`src/rtl/pkt_fifo_ctrl_if.sv`:
```
// Ingress stream, egress stream and buffer-memory port bundle for pkt_fifo_ctrl.
// Latency: none, wiring only.
// Backpressure: carries in_ready/out_ready; slave is the controller side, master the environment side.
interface pkt_fifo_ctrl_if #(
    parameter int DATA_WIDTH = 32,
    parameter int ADDR_WIDTH = 4
);
    // ingress beat stream
    logic                  in_valid;
    logic                  in_ready;
    logic [DATA_WIDTH-1:0] in_data;
    logic                  in_last;
`ifdef PKT_FIFO_ERR_DROP_EN
    logic                  in_err;
`endif
    // egress beat stream
    logic                  out_valid;
    logic                  out_ready;
    logic [DATA_WIDTH-1:0] out_data;
    logic                  out_last;
    // dual-port buffer memory, entries are {last, data}
    logic                  mem_we;
    logic [ADDR_WIDTH-1:0] mem_waddr;
    logic [DATA_WIDTH:0]   mem_wdata;
    logic [ADDR_WIDTH-1:0] mem_raddr;
    logic [DATA_WIDTH:0]   mem_rdata;

    modport slave (
`ifdef PKT_FIFO_ERR_DROP_EN
        input  in_err,
`endif
        input  in_valid, in_data, in_last,
        output in_ready,
        output out_valid, out_data, out_last,
        input  out_ready,
        output mem_we, mem_waddr, mem_wdata, mem_raddr,
        input  mem_rdata
    );

    modport master (
`ifdef PKT_FIFO_ERR_DROP_EN
        output in_err,
`endif
        output in_valid, in_data, in_last,
        input  in_ready,
        input  out_valid, out_data, out_last,
        output out_ready,
        input  mem_we, mem_waddr, mem_wdata, mem_raddr,
        output mem_rdata
    );
endinterface

```
`src/rtl/pkt_fifo_ctrl.sv`:
```
// Store-and-forward packet FIFO controller driving a 1-cycle-read dual-port buffer memory.
// Latency: last beat accepted in cycle N -> commit at edge N, read issue N+1, out_valid N+3.
// Backpressure: in_ready drops when the memory is full; out_valid holds with stable data until out_ready.
// Optional macro PKT_FIFO_ERR_DROP_EN adds in_err: a last beat flagged with in_err drops its packet.
module pkt_fifo_ctrl #(
    parameter int DATA_WIDTH = 32,
    parameter int ADDR_WIDTH = 4
) (
    input  logic                clk,
    input  logic                rst_n,
    pkt_fifo_ctrl_if.slave      bus,
    output logic [ADDR_WIDTH:0] pkt_count,
    output logic                drop_pulse
);
    localparam int PW = ADDR_WIDTH + 1;
    localparam logic [PW-1:0] DEPTH_P = PW'(1 << ADDR_WIDTH);
    localparam logic [PW-1:0] PTR_ONE = PW'(1);

    typedef struct packed {
        logic                  last;
        logic [DATA_WIDTH-1:0] data;
    } beat_t;

    typedef enum logic [1:0] {ST_IDLE, ST_WRITE, ST_DISCARD} wr_state_t;

    wr_state_t     state;
    wr_state_t     state_nxt;
    logic [PW-1:0] wr_ptr;      // tentative write pointer, rewound on drop
    logic [PW-1:0] wr_commit;   // end of the last fully received packet
    logic [PW-1:0] rd_ptr;
    logic          ready_en;
    logic          full;
    logic          in_ready_c;
    logic          in_fire;
    logic          oversize;
    logic          pkt_err;
    logic          wr_en;
    logic          commit;
    logic          rewind;
    logic          drop;
    logic          out_valid;
    logic          pop;
    logic          rd_issue;
    logic          rd_pend;
    logic [1:0]    ob_cnt;
    logic [1:0]    ob_occ;
    logic          pkt_dec;
    beat_t         ob0;
    beat_t         ob1;
    beat_t         rd_beat;
    beat_t         wr_beat;

    assign full       = (wr_ptr - rd_ptr) == DEPTH_P;
    assign in_ready_c = ready_en && ((state == ST_DISCARD) || !full);
    assign in_fire    = bus.in_valid && in_ready_c;
    // Full while every stored entry belongs to the packet being written: it can never fit.
    assign oversize   = (state == ST_WRITE) && full && (wr_commit == rd_ptr);

`ifdef PKT_FIFO_ERR_DROP_EN
    assign pkt_err = bus.in_err;
`else
    assign pkt_err = 1'b0;
`endif

    // Holds in_ready low during reset; it rises after the first clock edge following release.
    always_ff @(posedge clk or negedge rst_n) begin
        if (!rst_n) ready_en <= 1'b0;
        else        ready_en <= 1'b1;
    end

    // Write FSM state register.
    always_ff @(posedge clk or negedge rst_n) begin
        if (!rst_n) state <= ST_IDLE;
        else        state <= state_nxt;
    end

    // Write FSM next-state: an oversize packet diverts to DISCARD until its last beat.
    always_comb begin
        state_nxt = state;
        case (state)
            ST_IDLE, ST_WRITE: begin
                if (oversize)     state_nxt = ST_DISCARD;
                else if (in_fire) state_nxt = bus.in_last ? ST_IDLE : ST_WRITE;
            end
            ST_DISCARD: begin
                if (in_fire && bus.in_last) state_nxt = ST_IDLE;
            end
            default: state_nxt = ST_IDLE;
        endcase
    end

    // Write FSM outputs: memory write, commit, and rewind-with-drop decisions.
    always_comb begin
        wr_en  = 1'b0;
        commit = 1'b0;
        rewind = 1'b0;
        drop   = 1'b0;
        if (state != ST_DISCARD) begin
            if (oversize) begin
                rewind = 1'b1;
                drop   = 1'b1;
            end else if (in_fire) begin
                wr_en = 1'b1;
                if (bus.in_last) begin
                    if (pkt_err) begin
                        rewind = 1'b1;
                        drop   = 1'b1;
                    end else begin
                        commit = 1'b1;
                    end
                end
            end
        end
    end

    assign wr_beat       = '{last: bus.in_last, data: bus.in_data};
    assign bus.in_ready  = in_ready_c;
    assign bus.mem_we    = wr_en;
    assign bus.mem_waddr = wr_ptr[ADDR_WIDTH-1:0];
    assign bus.mem_wdata = wr_beat;
    assign drop_pulse    = drop;

    // Write pointers: advance per stored beat, snap back to the commit point on a drop.
    always_ff @(posedge clk or negedge rst_n) begin
        if (!rst_n) begin
            wr_ptr    <= '0;
            wr_commit <= '0;
        end else begin
            if (rewind)     wr_ptr <= wr_commit;
            else if (wr_en) wr_ptr <= wr_ptr + PTR_ONE;
            if (commit)     wr_commit <= wr_ptr + PTR_ONE;
        end
    end

    // Reads only touch committed entries; the beat popped this cycle frees its slot
    // immediately so the steady state sustains one beat per cycle.
    assign out_valid     = ob_cnt != 2'd0;
    assign pop           = out_valid && bus.out_ready;
    assign ob_occ        = ob_cnt + {1'b0, rd_pend} - {1'b0, pop};
    assign rd_issue      = (rd_ptr != wr_commit) && (ob_occ < 2'd2);
    assign bus.mem_raddr = rd_ptr[ADDR_WIDTH-1:0];
    assign rd_beat       = bus.mem_rdata;

    // Read pointer and the one-cycle read-in-flight flag.
    always_ff @(posedge clk or negedge rst_n) begin
        if (!rst_n) begin
            rd_ptr  <= '0;
            rd_pend <= 1'b0;
        end else begin
            if (rd_issue) rd_ptr <= rd_ptr + PTR_ONE;
            rd_pend <= rd_issue;
        end
    end

    // Two-entry output buffer: ob0 is the head presented on out_*.
    always_ff @(posedge clk or negedge rst_n) begin
        if (!rst_n) begin
            ob0    <= '0;
            ob1    <= '0;
            ob_cnt <= '0;
        end else begin
            ob_cnt <= ob_occ;
            case ({rd_pend, pop})
                2'b10: begin
                    if (ob_cnt == 2'd0) ob0 <= rd_beat;
                    else                ob1 <= rd_beat;
                end
                2'b01: ob0 <= ob1;
                2'b11: begin
                    if (ob_cnt == 2'd1) begin
                        ob0 <= rd_beat;
                    end else begin
                        ob0 <= ob1;
                        ob1 <= rd_beat;
                    end
                end
                default: ;
            endcase
        end
    end

    assign bus.out_valid = out_valid;
    assign bus.out_data  = ob0.data;
    assign bus.out_last  = ob0.last;
    assign pkt_dec       = pop && ob0.last;

    // Committed-but-unsent packet count; simultaneous commit and last-pop cancel.
    always_ff @(posedge clk or negedge rst_n) begin
        if (!rst_n) begin
            pkt_count <= '0;
        end else begin
            case ({commit, pkt_dec})
                2'b10:   pkt_count <= pkt_count + 1'b1;
                2'b01:   pkt_count <= pkt_count - 1'b1;
                default: ;
            endcase
        end
    end
endmodule

```
`src/flat_wrapper.sv`:
```
// flat-port wrapper written by rule: the top's interface ports become plain ports
module pkt_fifo_ctrl_flat 
#(
    parameter int DATA_WIDTH = 32,
    parameter int ADDR_WIDTH = 4
)
  (clk, rst_n, pkt_count, drop_pulse, bus_in_valid, bus_in_data, bus_in_last, bus_in_ready, bus_out_valid, bus_out_data, bus_out_last, bus_out_ready, bus_mem_we, bus_mem_waddr, bus_mem_wdata, bus_mem_raddr, bus_mem_rdata);
  pkt_fifo_ctrl_if #(.DATA_WIDTH(DATA_WIDTH), .ADDR_WIDTH(ADDR_WIDTH)) bus_i ();
  input  logic clk;
  input  logic rst_n;
  output logic [ADDR_WIDTH:0] pkt_count;
  output logic drop_pulse;
  input wire logic [$bits(bus_i.in_valid)-1:0] bus_in_valid;
  input wire logic [$bits(bus_i.in_data)-1:0] bus_in_data;
  input wire logic [$bits(bus_i.in_last)-1:0] bus_in_last;
  output wire logic [$bits(bus_i.in_ready)-1:0] bus_in_ready;
  output wire logic [$bits(bus_i.out_valid)-1:0] bus_out_valid;
  output wire logic [$bits(bus_i.out_data)-1:0] bus_out_data;
  output wire logic [$bits(bus_i.out_last)-1:0] bus_out_last;
  input wire logic [$bits(bus_i.out_ready)-1:0] bus_out_ready;
  output wire logic [$bits(bus_i.mem_we)-1:0] bus_mem_we;
  output wire logic [$bits(bus_i.mem_waddr)-1:0] bus_mem_waddr;
  output wire logic [$bits(bus_i.mem_wdata)-1:0] bus_mem_wdata;
  output wire logic [$bits(bus_i.mem_raddr)-1:0] bus_mem_raddr;
  input wire logic [$bits(bus_i.mem_rdata)-1:0] bus_mem_rdata;
  assign bus_i.in_valid = bus_in_valid;
  assign bus_i.in_data = bus_in_data;
  assign bus_i.in_last = bus_in_last;
  assign bus_in_ready = bus_i.in_ready;
  assign bus_out_valid = bus_i.out_valid;
  assign bus_out_data = bus_i.out_data;
  assign bus_out_last = bus_i.out_last;
  assign bus_i.out_ready = bus_out_ready;
  assign bus_mem_we = bus_i.mem_we;
  assign bus_mem_waddr = bus_i.mem_waddr;
  assign bus_mem_wdata = bus_i.mem_wdata;
  assign bus_mem_raddr = bus_i.mem_raddr;
  assign bus_i.mem_rdata = bus_mem_rdata;
  pkt_fifo_ctrl #(.DATA_WIDTH(DATA_WIDTH), .ADDR_WIDTH(ADDR_WIDTH)) u_core (.clk(clk), .rst_n(rst_n), .bus(bus_i), .pkt_count(pkt_count), .drop_pulse(drop_pulse));
endmodule
```
`config.mk`:
```
export PLATFORM = sky130hd
export DESIGN_NAME = pkt_fifo_ctrl_flat
export DESIGN_NICKNAME = d
export VERILOG_FILES = /design/src/rtl/pkt_fifo_ctrl_if.sv /design/src/rtl/pkt_fifo_ctrl.sv /design/src/flat_wrapper.sv
export SDC_FILE = /design/constraint.sdc
export NUM_CORES = 1
export LEC_CHECK = 0
export BUFFER_PORTS_ARGS = -buffer_cell sky130_fd_sc_hd__buf_2
export CORE_MARGIN = 2
export CORE_UTILIZATION = 45
export CTS_BUF_LIST = sky130_fd_sc_hd__clkbuf_2 sky130_fd_sc_hd__clkbuf_4 sky130_fd_sc_hd__clkbuf_8
export DETAILED_ROUTE_END_ITERATION = 12
export HOLD_SLACK_MARGIN = 0.06
export PLACE_DENSITY = 0.72
export RECOVER_POWER = 100
export SETUP_SLACK_MARGIN = 0.5
export SLEW_MARGIN = 10
export SYNTH_ARGS = -nofsm -noshare
export SYNTH_HDL_FRONTEND = slang
export SYNTH_SLANG_ARGS = --single-unit
```
`constraint.sdc`:
```
create_clock -name clk -period 4.1 [get_ports clk]
set_input_delay 0.41 -clock clk [delete_from_list [all_inputs] [get_ports clk]]
set_output_delay 0.41 -clock clk [all_outputs]
set_load 0.05 [all_outputs]
```
* After elaboration in Yosys (flattened, before gate mapping)
Cells that the tools add are included. Widths: inputs -> output; s select.
Word-level totals: bits in registers 92
Cells by class: $add $sub $neg 7, $lt $le $gt $ge 1, eq/ne operators 17, muxes and demuxes 23, reductions and logical operators 21
Operators by type and width (count):
- $mux 33 | 4
- $pmux 33 s3 | 1
- $pmux 33 s2 | 1
- $add 5x1->5 const B | 3
- $mux 1 | 10
- $mux 5 | 2
- $pmux 5 s2 | 1
- $eq 2x1->1 const B | 4
- $eq 2x2->1 const B | 4
- $logic_and 1x1->1 | 8
- $ne 2x2->1 const B | 4
- $reduce_bool 2->1 | 4
- $mux 2 | 3
- $eq 5x5->1 | 1
- $eq 5x5->1 const B | 1
- $ne 5x5->1 | 1
- $sub 5x1->5 const B | 1
- $sub 5x5->5 | 1
- $logic_not 2->1 | 2
- $pmux 2 s2 | 1
- $reduce_and 2->1 | 2
- $ne 3x1->1 const B | 1
- $reduce_and 3->1 | 1
- $reduce_bool 3->1 | 1
- 7 further kinds | 7

* Depth between registers and ports, before layout
word-level depth 11, depth in mapped cells 15, mapped depth without buffers 14

* Worst setup path before layout
OpenSTA, ideal clock, no wires.
kind flip-flop to flip-flop, from register u_core.rd_ptr[3], to register u_core.pkt_count[4], library setup time 0.082 ns, arrival time 3.097 ns, required time 4.018 ns, slack 0.921 ns, stages on the path, launching flop included 16, buffers on the path 1, clock period less this slack 3.179 ns, path through dfrtp_1 > inv_1 > ha_1 > nor4b_1 > a32oi_1 > or3_1 > buf_6 > nand3_2 > ha_1 > inv_1 > fa_1 > nor2b_1 > o21ai_0 > and3_1 > nor3_1 > xor2_1
On the way: longest elaborated chain between the ends 11
RTL lines:
- from (decl) | RTL line pkt_fifo_ctrl.sv:30 | logic [PW-1:0] rd_ptr;
- from (signal assigned) | RTL line pkt_fifo_ctrl.sv:150 | if (rd_issue) rd_ptr <= rd_ptr + PTR_ONE;
- $sub 5x5->5 | RTL line pkt_fifo_ctrl.sv:53 | assign full = (wr_ptr - rd_ptr) == DEPTH_P;
- $eq 5x5->1 | RTL line pkt_fifo_ctrl.sv:53
- $logic_not 1->1 | RTL line pkt_fifo_ctrl.sv:54 | assign in_ready_c = ready_en && ((state == ST_DISCARD) || !full);
- $logic_or 1x1->1 | RTL line pkt_fifo_ctrl.sv:54
- $logic_and 1x1->1 | RTL line pkt_fifo_ctrl.sv:54
- $logic_and 1x1->1 | RTL line pkt_fifo_ctrl.sv:55 | assign in_fire = bus.in_valid && in_ready_c;
- $mux 1 | RTL line pkt_fifo_ctrl.sv:102 | end else if (in_fire) begin
- $mux 1 (*) | RTL line pkt_fifo_ctrl.sv:99 | if (oversize) begin
- $mux 1 (*) | RTL line pkt_fifo_ctrl.sv:98 | if (state != ST_DISCARD) begin
- $eq 2x1->1 or $eq 2x2->1 (tied branches) | RTL line pkt_fifo_ctrl.sv:192 | case ({commit, pkt_dec})
- $pmux 5 s2 or $reduce_bool 2->1 (tied branches)
- to (signal assigned) | RTL line pkt_fifo_ctrl.sv:193 | 2'b10: pkt_count <= pkt_count + 1'b1;
- to (signal assigned) | RTL line pkt_fifo_ctrl.sv:194 | 2'b01: pkt_count <= pkt_count - 1'b1;
- to (decl) | RTL line pkt_fifo_ctrl.sv:12 | output logic [ADDR_WIDTH:0] pkt_count,
Every way passes the cells marked *; elsewhere a longest branch is shown, timed or not. A chain may end at the register's enable or synchronous reset.

* Final worst setup path
from register u_core.wr_ptr[2], to output bus_in_ready
On the way: longest elaborated chain between the ends 5
RTL lines:
- from (decl) | RTL line pkt_fifo_ctrl.sv:28 | logic [PW-1:0] wr_ptr;
- from (signal assigned) | RTL line pkt_fifo_ctrl.sv:129 | if (rewind) wr_ptr <= wr_commit;
- from (signal assigned) | RTL line pkt_fifo_ctrl.sv:130 | else if (wr_en) wr_ptr <= wr_ptr + PTR_ONE;
- $sub 5x5->5 | RTL line pkt_fifo_ctrl.sv:53
- $eq 5x5->1 | RTL line pkt_fifo_ctrl.sv:53
- $logic_not 1->1 | RTL line pkt_fifo_ctrl.sv:54
- $logic_or 1x1->1 | RTL line pkt_fifo_ctrl.sv:54
- $logic_and 1x1->1 | RTL line pkt_fifo_ctrl.sv:54
- to (decl) | RTL line flat_wrapper.sv:16 | output wire logic [$bits(bus_i.in_ready)-1:0] bus_in_ready;
Every way passes these cells.

==> metrics.csv <==
metric;value;unit
status;finished with violations;
violated checks;capacitance limit, slew limit;
top cells by count, synth;92 x dfrtp_1, 44 x nand2_1, 41 x buf_4, 38 x o21ai_0, 37 x mux2_2;
Final Non-Filler Cells;600;
Placer Congestion;0.869;
critical path class;reg -> out;
measured slew at the worst slew-check pin;3.00;ns
CTS tree;built;
Clk pin slew, worst setup/hold paths;0.09;ns
PwrDens;999;mW/mm^2
via count;3215;
top_reg_cell synth;dfrtp_1;
mean post-synth cell area;11.0;sq um
worst path required time;3.69;ns
CP max FO;13;
grt ovf;0;
H-tree levels;3;
# rows;36;
Critical path destination;bus_in_ready;
CTS Buf Count;9;
post-synthesis cell count;420;
Worst R2R Path Depth;14;
leading area contributor after synthesis;dfrtp_1;
leakage power;2.22;nW
fin nets;547;
number of max-cap violations;2;
Critical Path Start;u_core.wr_ptr[2]$_DFFE_PN0P_;
Die Area;0.0111;sq mm
initial drt markers;157;
Post-CTS Hold Buffers;0;
worst hold-check path type;in -> reg;
Root Buffer;clkbuf_8;
Reg-to-Reg Start;u_core.rd_ptr[3]$_DFFE_PN0P_;
CP Capture Type;output port;
Power Total;0.00498;W
Pre-Repair DR Iteration Count;4;
yosys warns;0;
Post-synth EDFFs;0;
I/O Pins;153;
Cell Area, Synth;0.00462;sq mm
period utilization;0.894;
worst skew pair latency;0.36;ns
startpoint types;flip-flop;
routed len/inst;16.3;um
Synth top area share;0.499;
terminus of the critical flop-to-flop path;u_core.pkt_count[4]$_DFFE_PN0P_;
Total GRT Usage;0.182;
DRC;0;
maximum VDD drop;0.000431;V
Fin Setup TNS;0;ns
slew margin rel.;-1.00;
FMAX;0.273;GHz
asr flop ratio synth;1.00;
Area growth, synth to finish;7.92;%
final hold violations;0;
number of synthesized register bits;92;
vias per cell;5.36;
setup violation total in the final timing report;0;
leading cell type by number of instances after synthesis;dfrtp_1;
Synth cell types;47;
first-pass GRT wire length;16100;um
Antenna diodes;0;
Port Buffers;88;
final slew viol count;125;
skew final;0.00548;ns
HPWL after DPL;6740;um
CP arrival;3.26;ns
Die X-Extent;105;um
Starting Density;0.468;
syn_nets;505;
layout cell share with drive strength beyond 1;0.216;
antenna violations before repair;1;
Placed Cells;584;
maximum root-to-sink buffer count;2;
Worst R2R Setup Slack;0.56;ns
vias in the first global route;3216;
Die H;105;um
ranking of synthesized cells by area;dfrtp_1 50%, mux2_2 9.0%, buf_4 6.7%;
sequential-to-total area share from yosys stat;0.499;
post-layout min period;3.67;ns
Post-DRT Antenna Nets;0;
DRT Wirelength;9800;um
unrepaired setup endpoints after global routing;false;
Hold Slack;0.295;ns
Sink Count;92;
core box area;0.00986;sq mm
largest net degree at the start of global routing;67;
worst max-delay path, cell delays in order (launching register included):
cell and delay, ns:
dfrtp_1 0.51, ha_1 0.26, or3b_2 0.46, a32oi_1 0.26, or3_1 0.17, clkbuf_1 0.53
o21a_1 0.23, clkbuf_1 0.47
kinds of logic after synthesis:
group,count (synthesis),share of synthesized area
adder cells (fa/ha/maj),15,0.0423
XOR/XNOR,21,0.0428
other,1,0.000812
AND/OR/NAND/NOR,77,0.0781
multiplexers,42,0.102
flip-flops,92,0.499
AO/OA/AOI/OAI,94,0.134
buffers and inverters,78,0.101
where the power goes:
part	internal [W]	switching (W)	total, W
combinational	0.000856	0.00179	0.00265
clock	0.000297	0.000327	0.000624
sequential	0.00137	0.000340	0.00171
total	0.00252	0.00246	0.00498
how the worst min path moves through the flow:
stage	to	cells after the start	slack, ns	start
final	u_core.ob1[32]$_DFFE_PN0P_	2	0.29	bus_mem_rdata[32]
after global routing	u_core.ob1[9]$_DFFE_PN0P_	2	0.28	bus_mem_rdata[9]
after CTS	u_core.state[0]$_DFFE_PN0P_	1	0.12	rst_n
after detailed placement	u_core.pkt_count[4]$_DFFE_PN0P_	1	0.46	u_core.pkt_count[4]$_DFFE_PN0P_
after global placement	u_core.state[0]$_DFFE_PN0P_	1	0.43	u_core.state[1]$_DFFE_PN0P_
after floorplan	u_core.bus.out_data[0]$_DFFE_PN0P_	0	0.11	rst_n
area by class of cell:
type	instances	area (sq um)
fill	900	4880
sequential	92	2300
multi-input combinational	250	1840
timing repair buffer	93	408
tap	133	166
clock buffer	10	138
clock inverter	6	63.8
inverter	16	60.1
placed cells by master (no fill, tap or decap), drive strengths merged, types with 2 or more instances in the layout:
cell,count
dfrtp,92
clkinv,3
o32a,3
a21o,3
or3,3
nand2,44
a22oi,33
nor3,2
nor2b,3
nand3,5
nor2,7
clkbuf,63
o21ai,38
o21a,5
mux2i,4
xor2,11
nand2b,2
inv,16
mux2,38
nand4,3
ha,14
buf,40
clkinvlp,2
a21oi,5
xnor2,9
and3,2
metrics by stage:
step | area [sq um] | setup WS [ns] | utilization
after global routing | 4980 | 0.284 | 0.505
after CTS | 5070 | 0.635 | 0.514
after floorplan | 4620 | 0.921 | -
after global placement | 4870 | 0.883 | 0.494
after detailed placement | 4870 | 0.689 | 0.494
final | 4980 | 0.435 | 0.505
repair_timing:
action	in CTS	in global routing
endpoints found under the setup margin	0	1
gates resized for setup	0	4
setup buffers	0	0
metal layers:
metal / up-vias / track usage / routed length, um / share of wire
met3: 38 / 0.0606 / 708 / 0.072
met5: - / 0 / 13 / 0.0013
met2: 120 / 0.295 / 4730 / 0.48
met1: 1548 / 0.227 / 4130 / 0.42
met4: 2 / 0.0686 / 215 / 0.022
li1: 1507 / - / - / -
flip-flops by register name (all words and copies together), names as in the netlist:
register,count
u_core.ob_cnt,2
u_core.rd_pend,1
u_core.rd_ptr,5
u_core.wr_commit,5
u_core.pkt_count,5
u_core.wr_ptr,5
u_core.ready_en,1
u_core.ob1,33
u_core.state,2
u_core.bus.out_last,1
u_core.bus.out_data,32
Note: power is estimated with default switching activity, not from simulation.
